## src/rtl/gray_pkg.sv

```systemverilog
// Gray/binary conversion helpers and decoder state encoding, shared with the
// encoder-side Gray counter.
package gray_pkg;

   localparam int GRAY_MAX_W = 32;

   typedef enum logic {
      ST_INIT  = 1'b0,
      ST_TRACK = 1'b1
   } state_t;

   // Zero-extended inputs decode correctly for any width up to GRAY_MAX_W.
   function automatic logic [GRAY_MAX_W-1:0] gray2bin(input logic [GRAY_MAX_W-1:0] g);
      logic [GRAY_MAX_W-1:0] b;
      b[GRAY_MAX_W-1] = g[GRAY_MAX_W-1];
      for (int i = GRAY_MAX_W - 2; i >= 0; i--) begin
         b[i] = b[i+1] ^ g[i];
      end
      return b;
   endfunction

   function automatic logic [GRAY_MAX_W-1:0] bin2gray(input logic [GRAY_MAX_W-1:0] b);
      return b ^ (b >> 1);
   endfunction

endpackage

```

## src/rtl/gray_step_decoder_sync_bus.sv

```systemverilog
// Multi-flop synchroniser for a Gray-coded bus; plain flop chain, no logic
// between stages so only one bit can be in flight per code change.
module sync_bus #(
   parameter int WIDTH       = 3,
   parameter int SYNC_STAGES = 2
) (
   input  logic             clk,
   input  logic             rst_n,
   input  logic [WIDTH-1:0] i_d,
   output logic [WIDTH-1:0] o_q
);

   logic [WIDTH-1:0] r_chain [SYNC_STAGES];

   always_ff @(posedge clk or negedge rst_n) begin
      if (!rst_n) begin
         for (int i = 0; i < SYNC_STAGES; i++) r_chain[i] <= '0;
      end else begin
         r_chain[0] <= i_d;
         for (int i = 1; i < SYNC_STAGES; i++) r_chain[i] <= r_chain[i-1];
      end
   end

   assign o_q = r_chain[SYNC_STAGES-1];

endmodule

```

## src/rtl/gray_step_decoder.sv

```systemverilog
// Synchronises a Gray-coded bus, decodes it to binary, classifies each change
// as up/down/illegal and keeps a wrapping position count.
module gray_step_decoder
   import gray_pkg::*;
#(
   parameter int WIDTH       = 3,
   parameter int SYNC_STAGES = 2,
   parameter int POS_WIDTH   = 8
) (
   input  logic                 clk,
   input  logic                 rst,
   input  logic [WIDTH-1:0]     gray_in,
   input  logic                 clear,
   output logic [WIDTH-1:0]     bin_out,
   output logic                 step,
   output logic                 dir,
   output logic [POS_WIDTH-1:0] position,
   output logic                 err,
   output logic                 err_sticky
);

   logic [WIDTH-1:0]      w_g_s;
   logic [WIDTH-1:0]      w_diff;
   logic [GRAY_MAX_W-1:0] w_bin_new_full;
   logic [GRAY_MAX_W-1:0] w_bin_prev_full;
   logic [WIDTH-1:0]      w_bin_new;
   logic [WIDTH-1:0]      w_bin_prev;
   logic                  w_one_flip;
   logic                  w_multi_flip;
   logic                  w_is_up;

   state_t                r_state;
   logic [WIDTH-1:0]      r_prev;
   logic [WIDTH-1:0]      r_bin;
   logic                  r_step;
   logic                  r_dir;
   logic [POS_WIDTH-1:0]  r_pos;
   logic                  r_err;
   logic                  r_sticky;

   sync_bus #(
      .WIDTH       (WIDTH),
      .SYNC_STAGES (SYNC_STAGES)
   ) u_sync (
      .clk   (clk),
      .rst_n (rst),
      .i_d   (gray_in),
      .o_q   (w_g_s)
   );

   assign w_bin_new_full  = gray2bin(GRAY_MAX_W'(w_g_s));
   assign w_bin_prev_full = gray2bin(GRAY_MAX_W'(r_prev));
   assign w_bin_new       = w_bin_new_full[WIDTH-1:0];
   assign w_bin_prev      = w_bin_prev_full[WIDTH-1:0];

   // Exactly one bit set <=> non-zero and clearing the lowest set bit leaves zero.
   assign w_diff       = w_g_s ^ r_prev;
   assign w_one_flip   = (w_diff != '0) && ((w_diff & (w_diff - WIDTH'(1))) == '0);
   assign w_multi_flip = (w_diff != '0) && !w_one_flip;
   assign w_is_up      = (w_bin_new == w_bin_prev + WIDTH'(1));

   always_ff @(posedge clk or negedge rst) begin
      if (!rst) begin
         r_state  <= ST_INIT;
         r_prev   <= '0;
         r_bin    <= '0;
         r_step   <= 1'b0;
         r_dir    <= 1'b1;
         r_pos    <= '0;
         r_err    <= 1'b0;
         r_sticky <= 1'b0;
      end else begin
         r_step <= 1'b0;
         r_err  <= 1'b0;
         case (r_state)
            ST_INIT: begin
               r_prev  <= w_g_s;
               r_bin   <= w_bin_new;
               r_state <= ST_TRACK;
            end
            ST_TRACK: begin
               if (w_one_flip) begin
                  r_prev <= w_g_s;
                  r_bin  <= w_bin_new;
                  r_step <= 1'b1;
                  r_dir  <= w_is_up;
                  r_pos  <= w_is_up ? r_pos + POS_WIDTH'(1) : r_pos - POS_WIDTH'(1);
               end else if (w_multi_flip) begin
                  // Re-baseline on the new code so one glitch yields one error.
                  r_prev   <= w_g_s;
                  r_bin    <= w_bin_new;
                  r_err    <= 1'b1;
                  r_sticky <= 1'b1;
               end
            end
            default: r_state <= ST_INIT;
         endcase
         // clear overrides the position update; a coincident error keeps the sticky flag.
         if (clear) begin
            r_pos <= '0;
            if (!(r_state == ST_TRACK && w_multi_flip)) r_sticky <= 1'b0;
         end
      end
   end

   assign bin_out    = r_bin;
   assign step       = r_step;
   assign dir        = r_dir;
   assign position   = r_pos;
   assign err        = r_err;
   assign err_sticky = r_sticky;

endmodule

```

## config.mk

```make
export PLATFORM = sky130hd
export DESIGN_NAME = gray_step_decoder
export DESIGN_NICKNAME = d
export VERILOG_FILES = /design/src/rtl/gray_pkg.sv /design/src/rtl/gray_step_decoder_sync_bus.sv /design/src/rtl/gray_step_decoder.sv
export SDC_FILE = /design/constraint.sdc
export NUM_CORES = 1
export LEC_CHECK = 0
export CAP_MARGIN = 0
export CORE_MARGIN = 3
export CORE_UTILIZATION = 45
export DETAILED_ROUTE_END_ITERATION = 12
export HOLD_SLACK_MARGIN = 0.15
export PLACE_DENSITY = 0.69
export SETUP_SLACK_MARGIN = 0.2
export SYNTH_ARGS = -nofsm -noshare
export SYNTH_HDL_FRONTEND = slang
export SYNTH_HIERARCHICAL = 1
export SYNTH_SLANG_ARGS = --single-unit
```

## constraint.sdc

```tcl
create_clock -name clk -period 3.9 [get_ports clk]
set_clock_uncertainty 0.05 [all_clocks]
set_input_delay 0.39 -clock clk [delete_from_list [all_inputs] [get_ports clk]]
set_output_delay 0.39 -clock clk [all_outputs]
set_load 0.05 [all_outputs]
```

After elaboration in Yosys (flattened, before gate mapping)
Index checks and enable logic that the tools add are counted.
{ "word_totals": {"output_inout_bits": 15, "wordCells": 53, "input_bits": 6, "reg_bits": 25} }
{ "classes": {"n_mux": 20, "eq_ne": 2, "reduce_logical": 10, "bitwise_logic": 7, "add_sub_neg": 4} }
{ "op_table": {"columns": ["cell", "n"], "rows": [
  ["2-to-1 mux 8 bit", 4],
  ["2-to-1 mux 3 bit", 4],
  ["one-hot mux 3 bit (2 select lines)", 2],
  ["2-to-1 mux 1 bit", 10],
  ["adder 8 x 1 -> 8 bit, second input constant", 1],
  ["subtractor 8 x 1 -> 8 bit, second input constant", 1],
  ["AND reduction 2 bit", 2],
  ["nonzero test 2 bit", 2],
  ["bitwise XOR 1 bit", 4],
  ["adder 3 x 1 -> 3 bit, second input constant", 1],
  ["AND 3 bit", 1],
  ["== test 3 bit", 1],
  ["logical AND 1 bit", 3],
  ["logical NOT 3 bit", 1],
  ["!= test 3 bit, second input constant", 1],
  ["nonzero test 3 bit", 1],
  ["subtractor 3 x 1 -> 3 bit, second input constant", 1],
  ["bitwise XOR 3 bit", 1],
  ["logical NOT 1 bit", 1],
  ["inverter 1 bit", 1]
]} }

Logic depth before layout (Yosys ltp)
{ "depth": {"depth_word": 12, "mapped_depth": 13, "mapped_depth_nobuf": 11} }

By module
The synthesis kept the hierarchy.
{ "modules_own_cells": {"columns": ["mod", "seq_area_each_um2", "area_per_inst_um2", "n_inst", "cells_each"], "rows": [
  ["gray_step_decoder", 451.7, 1069.8, 1, 106],
  ["sync_bus", 150.1, 172.7, 1, 9]
]} }

Least setup slack after synthesis
Ideal clock, no wire load.
{ "synth_path": {"kind": "register to register", "from": "register u_sync.r_chain (netlist bit u_sync/o_q[0])", "to": "register r_pos[7] (netlist: position[7])", "t_arrival_ns": 2.605, "slack_ns": 1.167, "setup_ns": 0.078, "period_less_slack_ns": 2.733, "path_stages_with_launch": 14, "required_ns": 3.772, "n_path_buf": 2, "cell_sequence": "dfrtp_1 > buf_4 > buf_4 > xnor2_1 > mux2i_1 > mux2i_2 > inv_1 > ha_1 > a21o_1 > o21ai_0 > a32oi_1 > xor2_1 > or3_1 > a21oi_1"} }
{ "synth_via": {"word_cells_on_any_way": 14, "cone_classes": "add/sub (1); eq/ne (1); mux (4); bitwise (3); reduce/logical (5)"} }
{ "synth_rtl": {"columns": ["element", "line_no", "text"], "rows": [
  ["start: declaration", "gray_step_decoder_sync_bus.sv:13", "logic [WIDTH-1:0] r_chain [SYNC_STAGES];"],
  ["bitwise XOR 1 bit", "gray_pkg.sv:17", "b[i] = b[i+1] ^ g[i];"],
  ["== test 3 bit", "gray_step_decoder.sv:60", "assign w_is_up = (w_bin_new == w_bin_prev + WIDTH'(1));"],
  ["net w_is_up", "gray_step_decoder.sv:30", "logic w_is_up;"],
  ["2-to-1 mux 8 bit", "gray_step_decoder.sv:87", "r_pos <= w_is_up ? r_pos + POS_WIDTH'(1) : r_pos - POS_WIDTH'(1);"],
  ["2-to-1 mux 8 bit", "gray_step_decoder.sv:82", "if (w_one_flip) begin"],
  ["2-to-1 mux 8 bit", "gray_step_decoder.sv:75", "case (r_state)"],
  ["2-to-1 mux 8 bit", "gray_step_decoder.sv:99", "if (clear) begin"],
  ["end signal: assignment", "gray_step_decoder.sv:87", null],
  ["end: declaration", "gray_step_decoder.sv:37", "logic [POS_WIDTH-1:0] r_pos;"]
]} }
The timed path passes the listed nets, and every way through them passes these cells. The select of a mux whose other input is x is not followed.
A chain may end at the register's enable or synchronous reset.

Worst setup path in the final report
{ "layout_path": {"from": "register u_sync.r_chain (netlist bit u_sync/o_q[1])", "to": "register r_pos[7] (netlist: position[7])"} }
{ "layout_via": {"elab_chain_cells": 7, "word_cells_on_any_way": 15, "cone_classes": "add/sub (1); eq/ne (1); mux (4); bitwise (4); reduce/logical (5)"} }
{ "layout_rtl": {"columns": ["element", "line_no"], "rows": [
  ["bitwise XOR 1 bit (*)", "gray_pkg.sv:17"],
  ["bitwise XOR 1 bit", "gray_pkg.sv:17"],
  ["== test 3 bit (*)", "gray_step_decoder.sv:60"],
  ["net w_is_up", "gray_step_decoder.sv:30"],
  ["2-to-1 mux 8 bit (*)", "gray_step_decoder.sv:87"],
  ["2-to-1 mux 8 bit (*)", "gray_step_decoder.sv:82"],
  ["2-to-1 mux 8 bit (*)", "gray_step_decoder.sv:75"],
  ["2-to-1 mux 8 bit (*)", "gray_step_decoder.sv:99"]
]} }
The timed path passes the listed nets; every way through them passes the cells marked *. The select of a mux whose other input is x is not followed.

==> out/metrics.csv <==
stage,metric,value,unit
synthesis,synth-seq-cells,24,
clock_tree,post-cts-setup-buffers,0,
global_routing,globalRoute.totalOverflow,0,
sta,finalSetupViolations,0,
synthesis,mappedNetlistArea,1240,µm²
route,wl,2040,µm
run,max_cap_viol_count,0,
critical_path,reg2reg_depth,11,
critical_path,path_cells,"nor3b_1, mux2i_1, mux2i_2, inv_1, ha_1, a21o_1, o21ai_0, a32oi_1, xor2_1, or3_1, a21oi_1",
synthesis,synth.distinct_cells,37,
critical_path,cp_max_fo,7,
pwr,seqPwrFrac,38.4,%
critical_path,rrSetupSlack,0.95,ns
die,row_count,18,
pwr,power.share.switching,35.4,%
place,place_congestion,0.890,
sta,holdWs,0.313,ns
clock_tree,clock_path_buffers,2,
place,dpl_cell_area,1420,µm²
sta,fmaxAchievable,340,MHz
sta,final_max_slew_viol_count,0,
pwr,powerDensity,527,nW/µm²
synthesis,yosysSeqAreaShare,48.4,%
die,die_area,3430,µm²
route,drcViolationCount,0,
critical_path,r2r_end,position[7],
die,initial_utilization,48.8,%
cells_and_area,drive_gt1_share,9.30,%
route,first_iter_violations,8,
synthesis,synth_edf_count,0,
critical_path,crit_end,position[7],
critical_path,cp-end-kind,flip-flop,
clock_tree,htree_levels,1,
cells_and_area,area_growth,18.6,%
synthesis,syn_inst,115,
global_routing,grt_pass1_wl,3620,µm
sta,rsz0062_at_grt,false,
place,pre_cts_slack,0.996,ns
clock_tree,clock-sinks,24,
pwr,power.internal,0.502,mW
sta,setup_tns,0,ns
cells_and_area,finalInstanceArea,1470,µm²
global_routing,track_usage,13.8,%
clock_tree,root_buffer,clkbuf_4,
global_routing,grt_pass1_vias,834,
synthesis,postSynthAreaPerCell,10.8,µm²
worst_hold_path,hold_path.class,reg -> reg,
critical_path,critPathSlowestCell,dfrtp_1,
clock_tree,cts_resized,0,
route,vias,822,
run_status,status,finished clean,
pwr,p_leak,0.650,nW
route,drt-pass1-iter-count,4,
global_routing,grt_max_degree,25,
die,core,2540,µm²
clock_tree,cts_tree,done,
critical_path,critPathLaunchType,flip-flop,
sta,final.min_clock_period,2.95,ns
route,ant_nets,0,
critical_path,crit_required,4.10,ns
pwr,switching_power,0.275,mW
clock_tree,cts-buffers-inserted,3,
pwr,power_frac_comb,38.6,%
synthesis,yosys_warnings,6,
critical_path,critPathMaxStageDelay,0.48,ns
synthesis,synth_ff_type,dfrtp_1,
pwr,clkPwrFrac,23.0,%
sta,layout_setup_ws,0.955,ns
synthesis,syn_nets,128,
critical_path,cp.arrival,3.14,ns
place,io_buffers,20,
critical_path,crit_type,reg -> reg,
global_routing,antenna_found_initial,0,
die,boundaryPins,21,
sta,fin_crit_sh,75.5,%
cells_and_area,antenna_cells,0,
critical_path,reg2reg_from,u_sync/o_q[1],
clock_tree,clock_latency,0.31,ns
cells_and_area,finalNetCount,143,
route,vias_per_cell,5.17,
pwr,ir_worst_vdd,327,µV
cells_and_area,utilization,57.9,%
sta,hold_violations,0,
critical_path,crit_path_start,u_sync/o_q[1],
cells_and_area,final_cell_mix,"dfrtp_1, clkdlybuf4s50_1, nor2_1",
sta,worst_pin_slew,1.02,ns
place,dp_hpwl,1540,µm
clock_tree,clk_pin_slew_worst_paths,0.13,ns
cells_and_area,final_common_cell,dfrtp_1,
sta,slew_headroom,31.7,%
die,die_x,58.5,µm
synthesis,synthArstFlopShare,100,%
route,drt-wirelength-per-cell,12.8,µm
die,die_y,58.5,µm
clock_tree,cts_hold_buf,0,
## flip-flops by register name, indices dropped and copies added, names as in the netlist
signal	cells
position	8
r_prev	3
u_sync/o_q	3
u_sync/r_chain	3
bin_out	2
dir	1
err	1
err_sticky	1
r_state	1
step	1
## metal layers
layer / GRT usage, % / vias up / share of wire [%]
met5: 0 / - / 0
met4: 5.63 / 0 / 1.9
met3: 3.29 / 6 / 5.5
met2: 22.2 / 23 / 48
met1: 17.8 / 385 / 45
li1: - / 408 / -
## metrics by stage
stage                     power [mW]  std cells
after detailed placement       0.606        155
final                          0.777        159
after global routing           0.828        159
after global placement         0.599        155
after CTS                      0.787        159
after floorplan                0.527        115
## Yosys cell counts (2+ instances only)
cell type | n | area share [%]
o21ai_0 | 6 | 2.4
nand2_1 | 4 | 1.2
mux2i_1 | 6 | 4.8
xor2_1 | 6 | 4.2
ha_1 | 6 | 6.0
clkbuf_1 | 2 | 0.60
o21a_1 | 2 | 1.2
nor2_1 | 9 | 2.7
xnor2_1 | 6 | 4.2
and3_1 | 2 | 1.0
buf_4 | 5 | 3.0
inv_1 | 7 | 2.1
dfrtp_1 | 23 | 46
a21oi_1 | 6 | 2.4
mux2_2 | 3 | 2.7
## worst min-delay path by stage
stage / start / to / slack, ns / cells after the start
5_1_grt: u_sync/r_chain[5] / u_sync/o_q[2] / 0.32 / 0
3_3_place_gp: u_sync/r_chain[4] / u_sync/o_q[1] / 0.28 / 0
3_5_place_dp: u_sync/r_chain[3] / u_sync/o_q[0] / 0.28 / 0
4_1_cts: u_sync/r_chain[3] / u_sync/o_q[0] / 0.32 / 0
2_1_floorplan: rst / bin_out[0] / 0.04 / 0
6_report: u_sync/r_chain[3] / u_sync/o_q[0] / 0.31 / 0
## cell families after synthesis
group	share of synthesized area, %
DFF	48.4
and+or+nand+nor	9.37
AOI/OAI and AO/OA	9.97
buffers and inverters	7.15
xor gates and xnor gates	8.46
muxes	8.66
adders and majority gates	7.65
other	0.302
## cell type report
| cell class | count | area (µm²) |
|---|---|---|
| clock buffers | 3 | 22.5 |
| clock inverters | 1 | 30.0 |
| fillers | 216 | 1070 |
| inverters | 8 | 30.0 |
| multi-input cells | 73 | 552 |
| flip-flops and latches | 24 | 602 |
| well taps | 30 | 37.5 |
| repair buffers | 20 | 200 |
## power by group through the flow
stage / combinational [mW] / clock, mW / sequential (mW)
floorplan: 0.151 / 0 / 0.377
finish: 0.300 / 0.178 / 0.299
global route: 0.329 / 0.195 / 0.304
global placement: 0.296 / 0 / 0.303
detailed placement: 0.301 / 0 / 0.304
CTS: 0.302 / 0.185 / 0.300
## worst max-delay path, delay by kind of cell, from the launching register on
kind,cells,cell delay (ns)
AOI/OAI and AO/OA,4,0.73
muxes,2,0.42
buffers and inverters,1,0.20
and+or+nand+nor,2,0.53
DFF,1,0.48
xor gates and xnor gates,1,0.17
adders and majority gates,1,0.31
Power figures use the tool's default switching activity.
